**src/rtl/ps2_host_tx.sv**
```systemverilog
// PS/2 host-to-device command transmitter: clock inhibit, request-to-send, 11-bit frame, device ack check.
// Define PS2_TX_TIMEOUT_EN to add a watchdog that aborts a transfer when the device stops clocking.
module ps2_host_tx #(
  parameter int INHIBIT_CYCLES = 10000,
  parameter int TIMEOUT_CYCLES = 2000000
) (
  input  logic       CLK,
  input  logic       RST,
  input  logic       WR_EN,
  input  logic [7:0] WR_DATA,
  input  logic       PS2CLK_IN,
  input  logic       PS2DATA_IN,
  output logic       PS2CLK_OE,
  output logic       PS2DATA_OE,
  output logic       BUSY,
  output logic       DONE,
  output logic       ACK_OK,
  output logic       ERR
);
  localparam int IW = $clog2(INHIBIT_CYCLES + 1);

  typedef enum logic [2:0] {IDLE, INHIBIT, RTS, SHIFT, ACK, RELEASE} state_t;
  state_t state, state_nxt;

  // clk_sync[1] is the synchronized line, clk_sync[2] its previous value
  logic [2:0]    clk_sync;
  logic [1:0]    dat_sync;
  logic [IW-1:0] inh_cnt;
  logic [3:0]    bit_idx;
  logic [9:0]    frame;
  logic          bit_oe;
  logic          fall;
  logic          load;
  logic          sample;

  assign fall = clk_sync[2] & ~clk_sync[1];
  assign BUSY = (state != IDLE);

`ifdef PS2_TX_TIMEOUT_EN
  localparam int TW = $clog2(TIMEOUT_CYCLES + 1);
  logic [TW-1:0] wd_cnt;
  logic          wd_active;
  logic          timeout;

  assign wd_active = (state == RTS) || (state == SHIFT) || (state == ACK) || (state == RELEASE);
  assign timeout   = wd_active && (wd_cnt == TW'(TIMEOUT_CYCLES - 1));

  always_ff @(posedge CLK or posedge RST) begin
    if (RST)            wd_cnt <= '0;
    else if (wd_active) wd_cnt <= wd_cnt + TW'(1);
    else                wd_cnt <= '0;
  end
`endif

  always_ff @(posedge CLK or posedge RST) begin
    if (RST) state <= IDLE;
    else     state <= state_nxt;
  end

  always_comb begin
    state_nxt  = state;
    PS2CLK_OE  = 1'b0;
    PS2DATA_OE = 1'b0;
    DONE       = 1'b0;
    load       = 1'b0;
    sample     = 1'b0;
    case (state)
      IDLE: begin
        if (WR_EN) begin
          load      = 1'b1;
          state_nxt = INHIBIT;
        end
      end
      INHIBIT: begin
        PS2CLK_OE = 1'b1;
        if (inh_cnt == IW'(INHIBIT_CYCLES - 1)) begin
          PS2DATA_OE = 1'b1;
          state_nxt  = RTS;
        end
      end
      RTS: begin
        PS2DATA_OE = 1'b1;
        state_nxt  = SHIFT;
      end
      SHIFT: begin
        PS2DATA_OE = bit_oe;
        if (fall && bit_idx == 4'd9) state_nxt = ACK;
      end
      ACK: begin
        if (fall) begin
          sample    = 1'b1;
          state_nxt = RELEASE;
        end
      end
      RELEASE: begin
        if (clk_sync[1] && dat_sync[1]) begin
          DONE      = 1'b1;
          state_nxt = IDLE;
        end
      end
      default: state_nxt = IDLE;
    endcase
`ifdef PS2_TX_TIMEOUT_EN
    if (timeout) begin
      PS2CLK_OE  = 1'b0;
      PS2DATA_OE = 1'b0;
      DONE       = 1'b1;
      sample     = 1'b0;
      state_nxt  = IDLE;
    end
`endif
  end

  always_ff @(posedge CLK or posedge RST) begin
    if (RST) begin
      clk_sync <= '1;
      dat_sync <= '1;
      inh_cnt  <= '0;
      bit_idx  <= '0;
      frame    <= '0;
      bit_oe   <= 1'b0;
      ACK_OK   <= 1'b0;
      ERR      <= 1'b0;
    end else begin
      clk_sync <= {clk_sync[1:0], PS2CLK_IN};
      dat_sync <= {dat_sync[0], PS2DATA_IN};

      if (state == INHIBIT) inh_cnt <= inh_cnt + IW'(1);
      else                  inh_cnt <= '0;

      // frame holds {stop, odd parity, D7..D0}; D0 goes out first
      if (load) begin
        frame  <= {1'b1, ~^WR_DATA, WR_DATA};
        ACK_OK <= 1'b0;
        ERR    <= 1'b0;
      end

      if (state == RTS) begin
        bit_idx <= '0;
        bit_oe  <= 1'b1;
      end else if (state == SHIFT && fall) begin
        bit_oe  <= ~frame[0];
        frame   <= {1'b1, frame[9:1]};
        bit_idx <= bit_idx + 4'd1;
      end

      if (sample) begin
        ACK_OK <= ~dat_sync[1];
        ERR    <= dat_sync[1];
      end
`ifdef PS2_TX_TIMEOUT_EN
      if (timeout) begin
        ACK_OK <= 1'b0;
        ERR    <= 1'b1;
      end
`endif
    end
  end

endmodule

```
**config.mk**
```make
export PLATFORM = sky130hd
export DESIGN_NAME = ps2_host_tx
export DESIGN_NICKNAME = d
export VERILOG_FILES = /design/src/rtl/ps2_host_tx.sv
export SDC_FILE = /design/constraint.sdc
export NUM_CORES = 1
export LEC_CHECK = 0
export CELL_PAD_IN_SITES_DETAIL_PLACEMENT = 1
export CELL_PAD_IN_SITES_GLOBAL_PLACEMENT = 1
export CORE_ASPECT_RATIO = 0.75
export CORE_MARGIN = 2
export CORE_UTILIZATION = 47
export DETAILED_ROUTE_END_ITERATION = 10
export HOLD_SLACK_MARGIN = 0.02
export PLACE_DENSITY_LB_ADDON = 0.1
export REMOVE_ABC_BUFFERS = 1
export SETUP_SLACK_MARGIN = 0.02
export SLEW_MARGIN = 20
export SYNTH_ARGS = -nofsm -noshare
export SYNTH_HDL_FRONTEND = slang
export SYNTH_SLANG_ARGS = --single-unit
```
**constraint.sdc**
```tcl
create_clock -name CLK -period 2.74 [get_ports CLK]
set_input_delay 0.548 -clock CLK [delete_from_list [all_inputs] [get_ports CLK]]
set_output_delay 0.548 -clock CLK [all_outputs]
set_load 0.01 [all_outputs]
```
==> impl_metrics.yaml <==
floorplanning:
  num_rows: 19
  die_area_sq_um: 4460
  fp.dieH_um: 58.3
  coreArea_sq_um: 3710
  start_util: 0.499
  die_width_um: 76.4
  pin_count: 19
timing:
  hold_viol: 0
  period_share: 0.958
  worst_pin_slew_ns: 0.510
  tns_ns: 0
  finalClockSkew_ns: 0.00364
  slew_headroom: 0.660
  period_needed_ns: 2.62
  maxSlewViolCount: 0
  grt_setup_unrepaired: "false"
  setup_viol: 0
  fmax_mhz: 381
layout:
  multiInputGateArea_sq_um: 821
  nets: 220
  fin_cells: 257
  num_antenna_cells: 0
  fin_area_sq_um: 2190
  area_growth_pct: 18.5
  utilization: 0.591
  nFillCells: 417
  drive_above_1_share: 0.102
  final-seq-area_sq_um: 982
min_path:
  holdCritStartpoint: "dat_sync[0]"
  hold_class: "reg2reg"
  min_to: "dat_sync[1]"
  holdPathStages: 0
pwr:
  power_mw: 1.49
  powerDensity_nw_per_um2: 681
  ir_drop_uv: 522
  power.leakage_nw: 0.924
clock_tree:
  tritoncts: "built"
  clockRootBuffer: "clkbuf_8"
  cts_buffer_depth: 2
  htreeDepth: 2
  cts.sink_count: 39
  clk_transition_reported_paths_ns: 0.07
  worstSkewPairLatency_ns: 0.29
  cts_buffers: 5
synthesis:
  synth.avg_cell_area_sq_um: 10.3
  synth_edf_count: 0
  synthFlopType: "dfrtp_1"
  async_flop_share: 1.00
  synthCells: 179
  ys_seq_elements: 39
  synth_area_sq_um: 1850
  synth_top_area_frac: 0.460
  synth_area_leaders: "dfrtp_1, dfstp_2, mux2i_1, xnor2_1, nand2_1"
  synth_largest_area_cell: "dfrtp_1"
  synth_cell_type_count: 32
  seq_area_frac_synth: 0.531
  yosys_warnings: 0
setup_path:
  r2r_slack_ns: 0.86
  reg2reg_to: "frame[2]"
  cp.required_ns: 2.19
  r2r_start: "state[2]"
  ff2ff_path_depth: 5
  crit_type: "reg2out"
  cp-start-kind: "flip-flop"
  crit_fanout: 2
  end_kind: "primary output"
  critical_path_arrival_ns: 2.08
drt:
  viasPerCell: 5.49
  firstDrtPassIters: 4
  routed_wl_um: 4300
  wl_per_cell_um: 16.7
  drt_iter0_markers: 94
  drc: 0
  ant_nets: 0
  via_count: 1410
grt:
  grt_overflow: 0
  track_usage: 0.217
  grt_pass1_vias: 1484
  grt_max_degree: 40
  grt_pass1_wl_um: 7270
  antenna_found_initial: 0
placement:
  io_buffer_count: 18
  dp_hpwl_um: 3070
  dpl-instance-area_sq_um: 2100
  dp_cells: 248
  place.gp.congestion: 0.757
flow_run:
  cap_violations: 0
status:
  status: "complete, no violations"
through the flow:
step	worst slack, ns	hold WS (ns)
after floorplan	0.704	0.345
after detailed placement	0.0313	0.347
after CTS	0.0721	0.358
after global placement	0.126	0.347
final	0.116	0.358
after global routing	0.0215	0.360
routing by layer:
layer  GRT usage  vias up  wire length (um)
met5           0        -                 0
met4      0.0753        0                68
met3      0.0613        8               164
met2       0.372       34              2120
met1       0.272      715              1950
li1            -      653                 -
synthesized netlist by cell type (2+ instances only):
cell / count
o21ai_1: 8
o21ai_0: 5
dfstp_2: 5
mux2i_1: 11
nand3_1: 4
inv_1: 6
and2_1: 2
a22o_1: 2
xor2_1: 8
buf_2: 5
nor3_1: 3
nand2b_1: 2
and3_1: 5
xnor2_1: 12
ha_1: 3
nand4_1: 3
or3_1: 5
nand2_1: 19
dfrtp_1: 34
nor2_1: 19
a21oi_1: 7
flip-flops by register name, summed over array words and instances (netlist names):
name and flops:
frame 10, bit_idx 4, bit_oe 1, state 3, ACK_OK 1, clk_sync 3
ERR 1, dat_sync 2, inh_cnt 14
where the power goes:
group          leakage, nW  internal (mW)  switching, mW  total, mW
registers            0.495          0.682         0.0735      0.755
clock network       0.0395          0.181          0.200      0.381
logic                0.390          0.174          0.182      0.356
total                0.924           1.04          0.456       1.49
repair_timing:
action | CTS | global route
hold buffers | 0 | 0
pin swaps | 0 | 3
gates resized for setup | 3 | 2
endpoints found under the setup margin | 1 | 1
buffers inserted | 1 | 0
critical path, stage by stage (launching register included):
cell and delay (ns):
dfrtp_1 0.39, or4b_1 0.57, nor4_4 0.29, nand4_1 0.18
a21oi_2 0.19, clkbuf_2 0.16
area by class of cell:
| type | instances | area share |
|---|---|---|
| tap | 52 | 0.0297 |
| clock buffer | 8 | 0.0366 |
| timing repair buffer | 24 | 0.101 |
| multi-input combinational | 128 | 0.375 |
| sequential | 39 | 0.448 |
| inverter | 6 | 0.0103 |
worst max path at each step:
stage / start / to / slack (ns) / depth (start not counted)
final: inh_cnt[4] / PS2DATA_OE / 0.12 / 5
after global routing: inh_cnt[4] / PS2DATA_OE / 0.02 / 5
after CTS: inh_cnt[4] / PS2DATA_OE / 0.07 / 5
after detailed placement: inh_cnt[5] / PS2DATA_OE / 0.03 / 5
after global placement: inh_cnt[5] / PS2DATA_OE / 0.13 / 5
after floorplan: inh_cnt[4] / PS2DATA_OE / 0.70 / 4
layout by cell type (no fill, tap or decap), drive strengths merged, types with 3 or more instances in the layout:
master         Yosys  final
clkdlybuf4s50      0     17
inv                6      6
o21ai             13     13
dfrtp             34     34
nand3              4      4
dfstp              5      5
nand4              3      3
ha                 3      3
xnor2             12     12
nor2              20     20
a21oi              7      7
mux2i             11     11
clkbuf             0      9
and3               5      5
or3                6      6
xor2               8      8
nor3               3      3
buf                6      6
nand2             19     19
cell families (layout without fill, tap and decap cells):
group / Yosys count / in the layout / share of synthesized area
adders and majority gates: 3 / 3 / 0.0203
DFF: 39 / 39 / 0.531
AOI/OAI and AO/OA: 25 / 25 / 0.0751
muxes: 11 / 11 / 0.0595
and+or+nand+nor: 69 / 69 / 0.187
buffers and inverters: 12 / 38 / 0.0318
xor gates and xnor gates: 20 / 20 / 0.0947
Note: power is estimated with default switching activity, not from simulation.
